**config.mk**
```make
export PLATFORM = sky130hd
export DESIGN_NAME = pend_encoder
export DESIGN_NICKNAME = d
export VERILOG_FILES = /design/src/rtl/pend_encoder.sv
export SDC_FILE = /design/constraint.sdc
export NUM_CORES = 1
export LEC_CHECK = 0
export CAP_MARGIN = 40
export CORE_UTILIZATION = 44
export DETAILED_ROUTE_END_ITERATION = 10
export PLACE_DENSITY = 0.8
export SLEW_MARGIN = 10
export SYNTH_ARGS = -nofsm -noshare
export SYNTH_HDL_FRONTEND = slang
export SYNTH_SLANG_ARGS = --single-unit
```
**constraint.sdc**
```tcl
create_clock -name clk -period 6.1 [get_ports clk]
set_clock_uncertainty 0.15 [all_clocks]
set_input_delay 1.22 -clock clk [delete_from_list [all_inputs] [get_ports clk]]
set_output_delay 1.22 -clock clk [all_outputs]
set_load 0.05 [all_outputs]
```
**src/rtl/pend_encoder.sv**
```systemverilog
// Sticky pending-request capture; emits one encoded index per valid/ready transfer.
// Latency: req_in pulse to out_valid is 2 edges from idle; one index per cycle back-to-back.
// Backpressure: out_idx frozen while out_ready is low; new requests keep accumulating in pend.
module pend_encoder #(
    parameter int N = 16,
    parameter bit RR = 1'b0,
    localparam int IDX_W = $clog2(N)
) (
    input  logic             clk,
    input  logic             rst_n,
    input  logic [N-1:0]     req_in,
    input  logic             out_ready,
    input  logic             ovf_clr,
    output logic [IDX_W-1:0] out_idx,
    output logic             out_valid,
    output logic [N-1:0]     pend,
    output logic [IDX_W:0]   pend_cnt,
    output logic             overflow
);

    typedef enum logic {IDLE, HOLD} state_t;

    state_t           state_q, state_d;
    logic [IDX_W-1:0] last_q, last_d;
    logic [IDX_W-1:0] idx_d;
    logic [IDX_W-1:0] sel_idx;
    logic [IDX_W-1:0] pos;
    logic             sel_any;
    logic             load;
    logic             accept;
    logic             ovf_evt;
    logic [N-1:0]     clr_mask;
    logic [N-1:0]     sel_src;
    logic [N-1:0]     pend_next;

    assign out_valid = (state_q == HOLD);
    assign accept    = out_valid & out_ready;
    assign clr_mask  = accept ? (N'(1) << out_idx) : '0;
    assign sel_src   = pend & ~clr_mask;
    assign pend_next = sel_src | req_in;
    // A re-request on the bit being accepted is a fresh request, not an overflow.
    assign ovf_evt   = |(req_in & sel_src);

    // Scan in reverse search order so the first hit in search order is the last write.
    always_comb begin
        sel_idx = '0;
        pos     = '0;
        sel_any = |sel_src;
        for (int i = N - 1; i >= 0; i--) begin
            if (RR) begin
                pos = IDX_W'((int'(last_q) + 1 + i) % N);
            end else begin
                pos = IDX_W'(i);
            end
            if (sel_src[pos]) begin
                sel_idx = pos;
            end
        end
    end

    always_comb begin
        state_d = state_q;
        load    = 1'b0;
        case (state_q)
            IDLE: begin
                if (sel_any) begin
                    load    = 1'b1;
                    state_d = HOLD;
                end
            end
            HOLD: begin
                if (accept) begin
                    if (sel_any) begin
                        load = 1'b1;
                    end else begin
                        state_d = IDLE;
                    end
                end
            end
            default: state_d = IDLE;
        endcase
        idx_d  = load ? sel_idx : out_idx;
        last_d = load ? sel_idx : last_q;
    end

    always_ff @(posedge clk or negedge rst_n) begin
        if (!rst_n) begin
            state_q  <= IDLE;
            out_idx  <= '0;
            last_q   <= IDX_W'(N - 1);
            pend     <= '0;
            pend_cnt <= '0;
            overflow <= 1'b0;
        end else begin
            state_q  <= state_d;
            out_idx  <= idx_d;
            last_q   <= last_d;
            pend     <= pend_next;
            pend_cnt <= (IDX_W + 1)'($countones(pend_next));
            overflow <= ovf_evt | (overflow & ~ovf_clr);
        end
    end

endmodule
```
==> results of run 1 <==
## Yosys cell counts (all sizes together) (2+ instances only)
cell and number:
dfrtp 27, inv 23, o21ai 20, nand2b 11
fa 10, o21a 10, nand2 9, nor2 9
nand4 6, ha 5, or2 4, a21oi 3
a222oi 2, a31oi 2, and4b 2, nand4b 2
nor2b 2, nor4 2, o211ai 2, o22a 2
o22ai 2, o41ai 2, or3 2, xnor2 2
## logic make-up after synthesis
| group | Yosys count |
|---|---|
| compound gates | 51 |
| simple gates | 51 |
| flops | 27 |
| buf+inv | 24 |
| fa+ha+maj | 15 |
| xor+xnor | 2 |
| mux | 1 |
## state kept, by name (all words and copies together), names as in the netlist
name / flops
out_idx: 4
pend: 16
overflow: 1
pend_cnt: 5
out_valid: 1
## layer usage
| metal | part of all wire | vias up |
|---|---|---|
| met5 | 0 | - |
| met4 | 0.018 | 0 |
| met3 | 0.079 | 10 |
| met2 | 0.48 | 78 |
| met1 | 0.42 | 722 |
| li1 | - | 713 |
## where the power goes
part | switching (mW) | internal (mW) | leakage [nW]
clock | 0.0563 | 0.0468 | 0.0228
sequential | 0.0109 | 0.200 | 0.273
combinational | 0.135 | 0.0848 | 0.613
## final cells by class
class | instances | area share
clock buffers | 4 | 0.0194
inverters | 23 | 0.0372
multi-input cells | 120 | 0.416
flip-flops and latches | 27 | 0.291
well taps | 48 | 0.0258
repair buffers | 50 | 0.211
## layout by cell type, fill, tap and decap left out, types with 3 or more instances in the layout
master,instances
sky130_fd_sc_hd__nor2_1,9
sky130_fd_sc_hd__o21ai_1,11
sky130_fd_sc_hd__nand2b_1,11
sky130_fd_sc_hd__o21ai_0,9
sky130_fd_sc_hd__a21oi_1,3
sky130_fd_sc_hd__nand4_1,5
sky130_fd_sc_hd__inv_1,23
sky130_fd_sc_hd__buf_4,4
sky130_fd_sc_hd__clkdlybuf4s50_1,46
sky130_fd_sc_hd__nand2_1,9
sky130_fd_sc_hd__fa_1,10
sky130_fd_sc_hd__o21a_1,10
sky130_fd_sc_hd__clkbuf_8,3
sky130_fd_sc_hd__dfrtp_1,27
sky130_fd_sc_hd__ha_1,5
## critical path: cells and delay by family
kind            cells  cell delay, ns
compound gates      2            0.40
fa+ha+maj           6            2.55
buf+inv             4            0.80
simple gates        3            0.74
## through the flow
step / utilization / hold WS [ns] / std cells / setup slack (ns)
6_report: 0.625 / 0.451 / 272 / 0.464
4_1_cts: 0.625 / 0.461 / 272 / 0.482
3_5_place_dp: 0.613 / 0.438 / 268 / 0.213
2_1_floorplan: - / 0.705 / 171 / 1.17
3_3_place_gp: 0.613 / 0.420 / 268 / 0.327
5_1_grt: 0.625 / 0.503 / 272 / 0.239
## worst paths after layout
check	end	slack, ns	depth (start not counted)
worst max-delay path	pend_cnt[4]$_DFF_PN0_	0.46	15
worst min-delay path	pend[3]$_DFF_PN0_	0.45	2
worst max register to register	pend_cnt[4]$_DFF_PN0_	1.52	14
worst min register to register	pend[3]$_DFF_PN0_	0.45	2
max in group asynchronous	pend_cnt[2]$_DFF_PN0_	4.36	2
min in group asynchronous	pend[9]$_DFF_PN0_	1.17	2
==> flow_summary.html, run 1 <==
<table>
<tr><th>Metric</th><th>Value</th></tr>
<tr><th colspan="2">Outcome</th></tr>
<tr><td>Result of the run</td><td>completed</td></tr>
<tr><th colspan="2">Pwr</th></tr>
<tr><td>Power per Cell Area</td><td>230 nW/um^2</td></tr>
<tr><td>Post-layout power</td><td>534 uW</td></tr>
<tr><td>Peak VDD IR</td><td>0.181 mV</td></tr>
<tr><td>P_leak</td><td>0.908 nW</td></tr>
<tr><th colspan="2">Global routing</th></tr>
<tr><td>Via count of the first global-routing pass</td><td>1512</td></tr>
<tr><td>Grt met1 use</td><td>0.331</td></tr>
<tr><td>Global Route met2 Usage</td><td>0.379</td></tr>
<tr><td>Total routing usage reported by global routing</td><td>0.236</td></tr>
<tr><td>Maximum number of pins on one net before global-route repair</td><td>28</td></tr>
<tr><td>Met3 track demand over resource</td><td>0.0282</td></tr>
<tr><td>Sum of overflow across all layers after global routing</td><td>0</td></tr>
<tr><td>Busiest grt layer</td><td>met2</td></tr>
<tr><td>Wire length of the first global-routing pass</td><td>7420 um</td></tr>
<tr><td>Antenna violations before repair</td><td>0</td></tr>
<tr><th colspan="2">Timing</th></tr>
<tr><td>Final Cycle Share</td><td>0.924</td></tr>
<tr><td>Fin crit period</td><td>5.64 ns</td></tr>
<tr><td>Slew at the pin closest to its max-slew limit</td><td>0.511 ns</td></tr>
<tr><td>Unrepaired setup endpoints after global routing</td><td>no</td></tr>
<tr><td>Setup TNS</td><td>0 ns</td></tr>
<tr><td>Max transition margin</td><td>0.658</td></tr>
<tr><td>Number of endpoints with negative hold slack in the final report</td><td>0</td></tr>
<tr><td>Achievable frequency</td><td>0.177 GHz</td></tr>
<tr><td>Number of failing setup endpoints in the final timing report</td><td>0</td></tr>
<tr><td>Max-slew violation count</td><td>0</td></tr>
<tr><th colspan="2">Floorplanning</th></tr>
<tr><td>Core footprint</td><td>3720 sq um</td></tr>
<tr><td>Total number of placement rows</td><td>22</td></tr>
<tr><td>Total die area</td><td>4190 sq um</td></tr>
<tr><td>Die height</td><td>64.8 um</td></tr>
<tr><td>Overall die width</td><td>64.8 um</td></tr>
<tr><td>Starting Density</td><td>0.466</td></tr>
<tr><td>Io pins</td><td>47</td></tr>
<tr><th colspan="2">Final layout</th></tr>
<tr><td>Fraction of layout instances using a drive strength above 1</td><td>0.0625</td></tr>
<tr><td>Final-stage net count</td><td>260</td></tr>
<tr><td>Fill cell instance count of the final layout</td><td>325</td></tr>
<tr><td>Syn-to-layout area delta</td><td>34.1%</td></tr>
<tr><td>Sequential cell area</td><td>676 sq um</td></tr>
<tr><td>Number of antenna cells inserted</td><td>0</td></tr>
<tr><td>Area of the multi-input gates</td><td>966 sq um</td></tr>
<tr><td>Final Instance Area</td><td>2320 sq um</td></tr>
<tr><th colspan="2">Worst hold path</th></tr>
<tr><td>HP Start</td><td>pend[3]$_DFF_PN0_</td></tr>
<tr><td>Worst Hold Class</td><td>reg2reg</td></tr>
<tr><th colspan="2">Logic synthesis</th></tr>
<tr><td>Simple-gate share of the synthesized area</td><td>0.196</td></tr>
<tr><td>Xor-xnor portion of the synthesized cell area</td><td>0.0101</td></tr>
<tr><td>Adder and majority cell fraction of the synthesized area</td><td>0.152</td></tr>
<tr><td>Post-synth design cell area</td><td>1730 sq um</td></tr>
<tr><td>Dominant combinational cell family by area after synthesis</td><td>simple AND/OR/NAND/NOR gates</td></tr>
<tr><td>Synthesized instance count</td><td>171</td></tr>
<tr><td>Fraction of the mapped netlist area in compound gates</td><td>0.194</td></tr>
<tr><td>Top cells by area in the synthesized netlist</td><td>sky130_fd_sc_hd__dfrtp_1 (39%), sky130_fd_sc_hd__fa_1 (12%), sky130_fd_sc_hd__inv_1 (5.0%)</td></tr>
<tr><td>Sequential area share after synthesis</td><td>0.390</td></tr>
<tr><td>Leading area contributor after synthesis</td><td>sky130_fd_sc_hd__dfrtp_1</td></tr>
<tr><td>Ys async rst share</td><td>1.00</td></tr>
<tr><td>Number of synthesized flops with an enable pin</td><td>0</td></tr>
<tr><td>Most used flip-flop cell after synthesis</td><td>sky130_fd_sc_hd__dfrtp_1</td></tr>
<tr><td>Average instance area after synthesis</td><td>10.1 sq um</td></tr>
<tr><td>Area share of the leading cell type in the synthesized netlist</td><td>0.390</td></tr>
<tr><td>Proportion of synthesized area in mux cells</td><td>0.00578</td></tr>
<tr><td>Net Count, Synth</td><td>206</td></tr>
<tr><td>Yosys reg bits</td><td>27</td></tr>
<tr><td>Number of different library cells in the post-synthesis netlist</td><td>40</td></tr>
<tr><td>Number of synthesis warnings</td><td>0</td></tr>
<tr><th colspan="2">Detailed routing</th></tr>
<tr><td>Routed via count</td><td>1523</td></tr>
<tr><td>DRC</td><td>0</td></tr>
<tr><td>Final antenna-violating net count</td><td>0</td></tr>
<tr><td>Routed len/inst</td><td>16.8 um</td></tr>
<tr><td>1st-pass router iterations</td><td>6</td></tr>
<tr><td>First DRT Iteration DRCs</td><td>147</td></tr>
<tr><td>Mean number of vias per cell</td><td>5.60</td></tr>
<tr><td>Total wirelength of the detailed-routed design</td><td>4560 um</td></tr>
<tr><th colspan="2">Placed design</th></tr>
<tr><td>Half-perimeter wire length after detailed placement</td><td>3690 um</td></tr>
<tr><td>Last weighted congestion value of the routability-driven placer</td><td>0.951</td></tr>
<tr><td>DP Area</td><td>2280 sq um</td></tr>
<tr><td>Count of input and output buffers</td><td>46</td></tr>
<tr><th colspan="2">Setup path</th></tr>
<tr><td>Crit path largest cell delay</td><td>0.64 ns</td></tr>
<tr><td>Crit path DAT</td><td>5.70 ns</td></tr>
<tr><td>Reg-to-Reg Start</td><td>out_idx[3]$_DFFE_PN0P_</td></tr>
<tr><td>Critical path start-end classification</td><td>in2reg</td></tr>
<tr><td>Required time worst endpoint</td><td>6.16 ns</td></tr>
<tr><td>Kind of start point of the critical path</td><td>primary input</td></tr>
<tr><td>Critical-path maximum fanout</td><td>6</td></tr>
<tr><td>Cell type of the slowest stage on the worst timing path</td><td>sky130_fd_sc_hd__clkdlybuf4s50_1</td></tr>
<tr><td>Critical Path, Cell by Cell</td><td>clkdlybuf4s50_1, nand4b_1, o21a_1, or2_2, fa_1, inv_1, fa_1, fa_1, inv_1, fa_1, ha_1, inv_1, fa_1, nor2b_1, o21a_1</td></tr>
<tr><td>Endpoint type of the worst setup path</td><td>flip-flop</td></tr>
<tr><td>CP dominant cell by count</td><td>sky130_fd_sc_hd__fa_1</td></tr>
<tr><td>Launch point of the critical path</td><td>out_ready</td></tr>
<tr><th colspan="2">Clocking</th></tr>
<tr><td>Hold_buf cts</td><td>0</td></tr>
<tr><td>CTS H-Tree Depth</td><td>1</td></tr>
<tr><td>Register clock-pin slew on the reported worst setup and hold paths</td><td>0.09 ns</td></tr>
<tr><td>Number of gates given a new drive strength after cts</td><td>0</td></tr>
<tr><td>Post-CTS repair timing setup buffer count</td><td>0</td></tr>
<tr><td>Cts bufs inserted</td><td>3</td></tr>
<tr><td>Clock root cell</td><td>sky130_fd_sc_hd__clkbuf_8</td></tr>
<tr><td>Clock tree from TritonCTS</td><td>built</td></tr>
<tr><td>Total clock sinks</td><td>27</td></tr>
<tr><td>CTS Buffer Depth</td><td>2</td></tr>
<tr><td>Insertion delay of the later-clocked pin in the worst-skew pair</td><td>0.27 ns</td></tr>
<tr><th colspan="2">Job</th></tr>
<tr><td>Maximum Capacitance Violations</td><td>0</td></tr>
</table>
Note: power is estimated with default switching activity, not from simulation.
==> run 2: changes to the inputs <==
SKIP_CTS_REPAIR_TIMING = 1   (was unset)
==> results of run 2 <==
No change in the layout: final DEF, timing and power equal those of run 1.
==> run 3: changes to the inputs <==
CORE_MARGIN = 2   (was unset)
TNS_END_PERCENT = 100   (was unset)
==> run 3 against run 2 <==
Net effect:
- routed wire length fell by 2.2%
- critical path depth did not move
- via count is 1.4% higher
- flip-flop and latch count unchanged
- total power rose by 0.31%
- sequential share of layout area down 0.094 points
- sequential power is essentially flat
- utilization increased by 0.20 points
- combinational power about the same
- highest routed layer unchanged
==> flow_summary.html, run 3 (synthesis gave the netlist of run 1 again) <==
<table>
<tr><th>Metric</th><th>Value</th></tr>
<tr><th colspan="2">Timing</th></tr>
<tr><td>Max transition margin</td><td>0.661 (was 0.658)</td></tr>
<tr><td>Fin crit period</td><td>5.67 ns (was 5.64 ns)</td></tr>
<tr><td>Final Cycle Share</td><td>0.930 (was 0.924)</td></tr>
<tr><td>Number of endpoints with negative hold slack in the final report</td><td>0 (unchanged)</td></tr>
<tr><td>Unrepaired setup endpoints after global routing</td><td>no (unchanged)</td></tr>
<tr><td>Setup TNS</td><td>0 ns (unchanged)</td></tr>
<tr><td>Achievable frequency</td><td>0.176 GHz (was 0.177 GHz)</td></tr>
<tr><td>Max-slew violation count</td><td>0 (unchanged)</td></tr>
<tr><td>Number of failing setup endpoints in the final timing report</td><td>0 (unchanged)</td></tr>
<tr><td>Slew at the pin closest to its max-slew limit</td><td>0.507 ns (was 0.511 ns)</td></tr>
<tr><th colspan="2">Detailed routing</th></tr>
<tr><td>Final antenna-violating net count</td><td>0 (unchanged)</td></tr>
<tr><td>Mean number of vias per cell</td><td>5.66 (was 5.60)</td></tr>
<tr><td>1st-pass router iterations</td><td>4 (was 6)</td></tr>
<tr><td>First DRT Iteration DRCs</td><td>115 (was 147)</td></tr>
<tr><td>Routed len/inst</td><td>16.3 um (was 16.8 um)</td></tr>
<tr><td>Total wirelength of the detailed-routed design</td><td>4460 um (was 4560 um)</td></tr>
<tr><td>DRC</td><td>0 (unchanged)</td></tr>
<tr><td>Routed via count</td><td>1544 (was 1523)</td></tr>
<tr><th colspan="2">Placed design</th></tr>
<tr><td>Last weighted congestion value of the routability-driven placer</td><td>0.971 (was 0.951)</td></tr>
<tr><td>Half-perimeter wire length after detailed placement</td><td>3670 um (was 3690 um)</td></tr>
<tr><td>Count of input and output buffers</td><td>46 (unchanged)</td></tr>
<tr><td># placed instances</td><td>269 (was 268)</td></tr>
<tr><th colspan="2">Setup path</th></tr>
<tr><td>Kind of start point of the critical path</td><td>primary input (unchanged)</td></tr>
<tr><td>Crit path largest cell delay</td><td>0.64 ns (about the same)</td></tr>
<tr><td>CP delay by family, top</td><td>adder cells (unchanged)</td></tr>
<tr><td>Register-to-Register Path Depth</td><td>14 (unchanged)</td></tr>
<tr><td>Reg-to-Reg Start</td><td>out_idx[3]$_DFFE_PN0P_ (unchanged)</td></tr>
<tr><td>CP dominant cell by count</td><td>sky130_fd_sc_hd__fa_1 (unchanged)</td></tr>
<tr><td>Critical-path maximum fanout</td><td>6 (unchanged)</td></tr>
<tr><td>Critical path start-end classification</td><td>in2reg (unchanged)</td></tr>
<tr><td>Required time worst endpoint</td><td>6.17 ns (was 6.16 ns)</td></tr>
<tr><td>Crit path DAT</td><td>5.74 ns (was 5.70 ns)</td></tr>
<tr><td>Slack of the worst reg-to-reg path</td><td>1.49 ns (was 1.52 ns)</td></tr>
<tr><td>Buffering stage count on the worst path with inverters included</td><td>4 (unchanged)</td></tr>
<tr><td>Cell type of the slowest stage on the worst timing path</td><td>sky130_fd_sc_hd__clkdlybuf4s50_1 (unchanged)</td></tr>
<tr><td>Endpoint type of the worst setup path</td><td>flip-flop (unchanged)</td></tr>
<tr><td>Critical Path, Cell by Cell</td><td>clkdlybuf4s50_1, nand4b_1, o21a_1, or2_2, fa_1, inv_1, fa_1, fa_1, inv_1, fa_1, ha_1, inv_1, fa_1, nor2b_1, o21a_1 (unchanged)</td></tr>
<tr><td>Reg-to-Reg End</td><td>pend_cnt[4]$_DFF_PN0_ (unchanged)</td></tr>
<tr><th colspan="2">Clocking</th></tr>
<tr><td>Register clock-pin slew on the reported worst setup and hold paths</td><td>0.09 ns (about the same)</td></tr>
<tr><td>Clock tree from TritonCTS</td><td>built (unchanged)</td></tr>
<tr><td>Insertion delay of the later-clocked pin in the worst-skew pair</td><td>0.27 ns (about the same)</td></tr>
<tr><td>Clock root cell</td><td>sky130_fd_sc_hd__clkbuf_8 (unchanged)</td></tr>
<tr><td>Cts bufs inserted</td><td>3 (unchanged)</td></tr>
<tr><td>Total clock sinks</td><td>27 (unchanged)</td></tr>
<tr><td>CTS H-Tree Depth</td><td>1 (unchanged)</td></tr>
<tr><td>CTS Buffer Depth</td><td>2 (unchanged)</td></tr>
<tr><th colspan="2">Final layout</th></tr>
<tr><td>Final-stage net count</td><td>261 (was 260)</td></tr>
<tr><td>Final std cells w/o fill</td><td>273 (was 272)</td></tr>
<tr><td>Biggest registers after layout</td><td>pend x16, pend_cnt x5, out_idx x4 (unchanged)</td></tr>
<tr><td>Number of flip-flops under the largest register name</td><td>16 (unchanged)</td></tr>
<tr><td>Number of antenna cells inserted</td><td>0 (unchanged)</td></tr>
<tr><td>Largest Register</td><td>pend (unchanged)</td></tr>
<tr><td>Syn-to-layout area delta</td><td>34.5% (was 34.1%)</td></tr>
<tr><td>Fraction of layout instances using a drive strength above 1</td><td>0.0667 (was 0.0625)</td></tr>
<tr><td>Most common library cell in the layout ignoring fill and taps</td><td>sky130_fd_sc_hd__clkdlybuf4s50_1 (unchanged)</td></tr>
<tr><td>Top library cells by usage in the layout, fill and taps aside</td><td>sky130_fd_sc_hd__clkdlybuf4s50_1 (46), sky130_fd_sc_hd__dfrtp_1 (27), sky130_fd_sc_hd__inv_1 (23) (unchanged)</td></tr>
<tr><th colspan="2">Floorplanning</th></tr>
<tr><td>Core footprint</td><td>3720 sq um (unchanged)</td></tr>
<tr><td>Total number of placement rows</td><td>22 (unchanged)</td></tr>
<tr><td>Total die area</td><td>4460 sq um (was 4190 sq um)</td></tr>
<tr><td>Die height</td><td>66.8 um (was 64.8 um)</td></tr>
<tr><td>Io pins</td><td>47 (unchanged)</td></tr>
<tr><td>Starting Density</td><td>0.466 (unchanged)</td></tr>
<tr><td>Overall die width</td><td>66.8 um (was 64.8 um)</td></tr>
<tr><th colspan="2">Worst hold path</th></tr>
<tr><td>Worst Hold Class</td><td>reg2reg (unchanged)</td></tr>
<tr><td>Worst min-delay path endpoint</td><td>pend[13]$_DFF_PN0_ (was pend[3]$_DFF_PN0_)</td></tr>
<tr><td>HP Start</td><td>pend[13]$_DFF_PN0_ (was pend[3]$_DFF_PN0_)</td></tr>
<tr><td>Min-Delay Path Depth</td><td>2 (unchanged)</td></tr>
<tr><th colspan="2">Pwr</th></tr>
<tr><td>Power per Cell Area</td><td>230 nW/um^2 (about the same)</td></tr>
<tr><td>Peak VDD IR</td><td>0.243 mV (was 0.181 mV)</td></tr>
<tr><td>P_leak</td><td>0.914 nW (was 0.908 nW)</td></tr>
<tr><th colspan="2">Job</th></tr>
<tr><td>Maximum Capacitance Violations</td><td>0 (unchanged)</td></tr>
<tr><th colspan="2">Outcome</th></tr>
<tr><td>Result of the run</td><td>completed (unchanged)</td></tr>
<tr><th colspan="2">Global routing</th></tr>
<tr><td>Via count of the first global-routing pass</td><td>1516 (was 1512)</td></tr>
<tr><td>Total routing usage reported by global routing</td><td>0.226 (was 0.236)</td></tr>
<tr><td>Sum of overflow across all layers after global routing</td><td>0 (unchanged)</td></tr>
<tr><td>Maximum number of pins on one net before global-route repair</td><td>28 (unchanged)</td></tr>
<tr><td>Antenna violations before repair</td><td>0 (unchanged)</td></tr>
<tr><td>Wire length of the first global-routing pass</td><td>7400 um (was 7420 um)</td></tr>
</table>
==> run 3: how the worst max path moves through the flow <==
stage,start,end,slack (ns),depth (start not counted)
2_1_floorplan,out_ready,pend_cnt[4]$_DFF_PN0_,1.17,14
3_3_place_gp,out_ready,pend_cnt[4]$_DFF_PN0_,0.33,15
3_5_place_dp,out_ready,pend_cnt[4]$_DFF_PN0_,0.20,15
4_1_cts,out_ready,pend_cnt[4]$_DFF_PN0_,0.42,15
6_report,out_ready,pend_cnt[4]$_DFF_PN0_,0.43,15
5_1_grt,out_ready,pend_cnt[4]$_DFF_PN0_,0.25,15
==> run 3: per-stage QoR <==
step / hold WS (ns) / utilization / instance area (sq um) / setup WS (ns) / total power, mW
final: 0.424 / 0.627 / 2330 / 0.427 / 0.535
after global routing: 0.487 / 0.627 / 2330 / 0.247 / 0.561
after CTS: 0.428 / 0.627 / 2330 / 0.419 / 0.538
after detailed placement: 0.406 / 0.615 / 2290 / 0.195 / 0.436
after global placement: 0.413 / 0.615 / 2290 / 0.332 / 0.431
after floorplan: 0.705 / - / 1730 / 1.17 / 0.356
==> run 3: final cells by class <==
cell class              instances  area [sq um]
flip-flops and latches         27           676
clock buffers                   4          45.0
well taps                      48          60.1
multi-input cells             120           966
repair buffers                 51           498
inverters                      23          86.3
fillers                       302          1390
==> run 3: per-layer routing <==
layer  part of all wire  global-route usage  up-vias
met5                  0                   0        -
met4              0.027              0.0918        0
met3              0.062              0.0220       11
met2               0.49               0.360       73
met1               0.43               0.316      732
li1                   -                   -      728
==> run 3: worst min-delay path, delay by kind of cell (launching register included) <==
family / cells / cell delay (ns)
AO/OA/AOI/OAI: 1 / 0.08
flip-flops: 1 / 0.36
AND/OR/NAND/NOR: 1 / 0.10
==> run 3: where the power goes <==
part           switching, mW  total [mW]  leakage, nW  internal [mW]
Clock                 0.0568       0.104       0.0228         0.0469
Combinational          0.136       0.221        0.618         0.0849
Sequential            0.0110       0.211        0.273          0.200
Total                  0.204       0.535        0.914          0.331
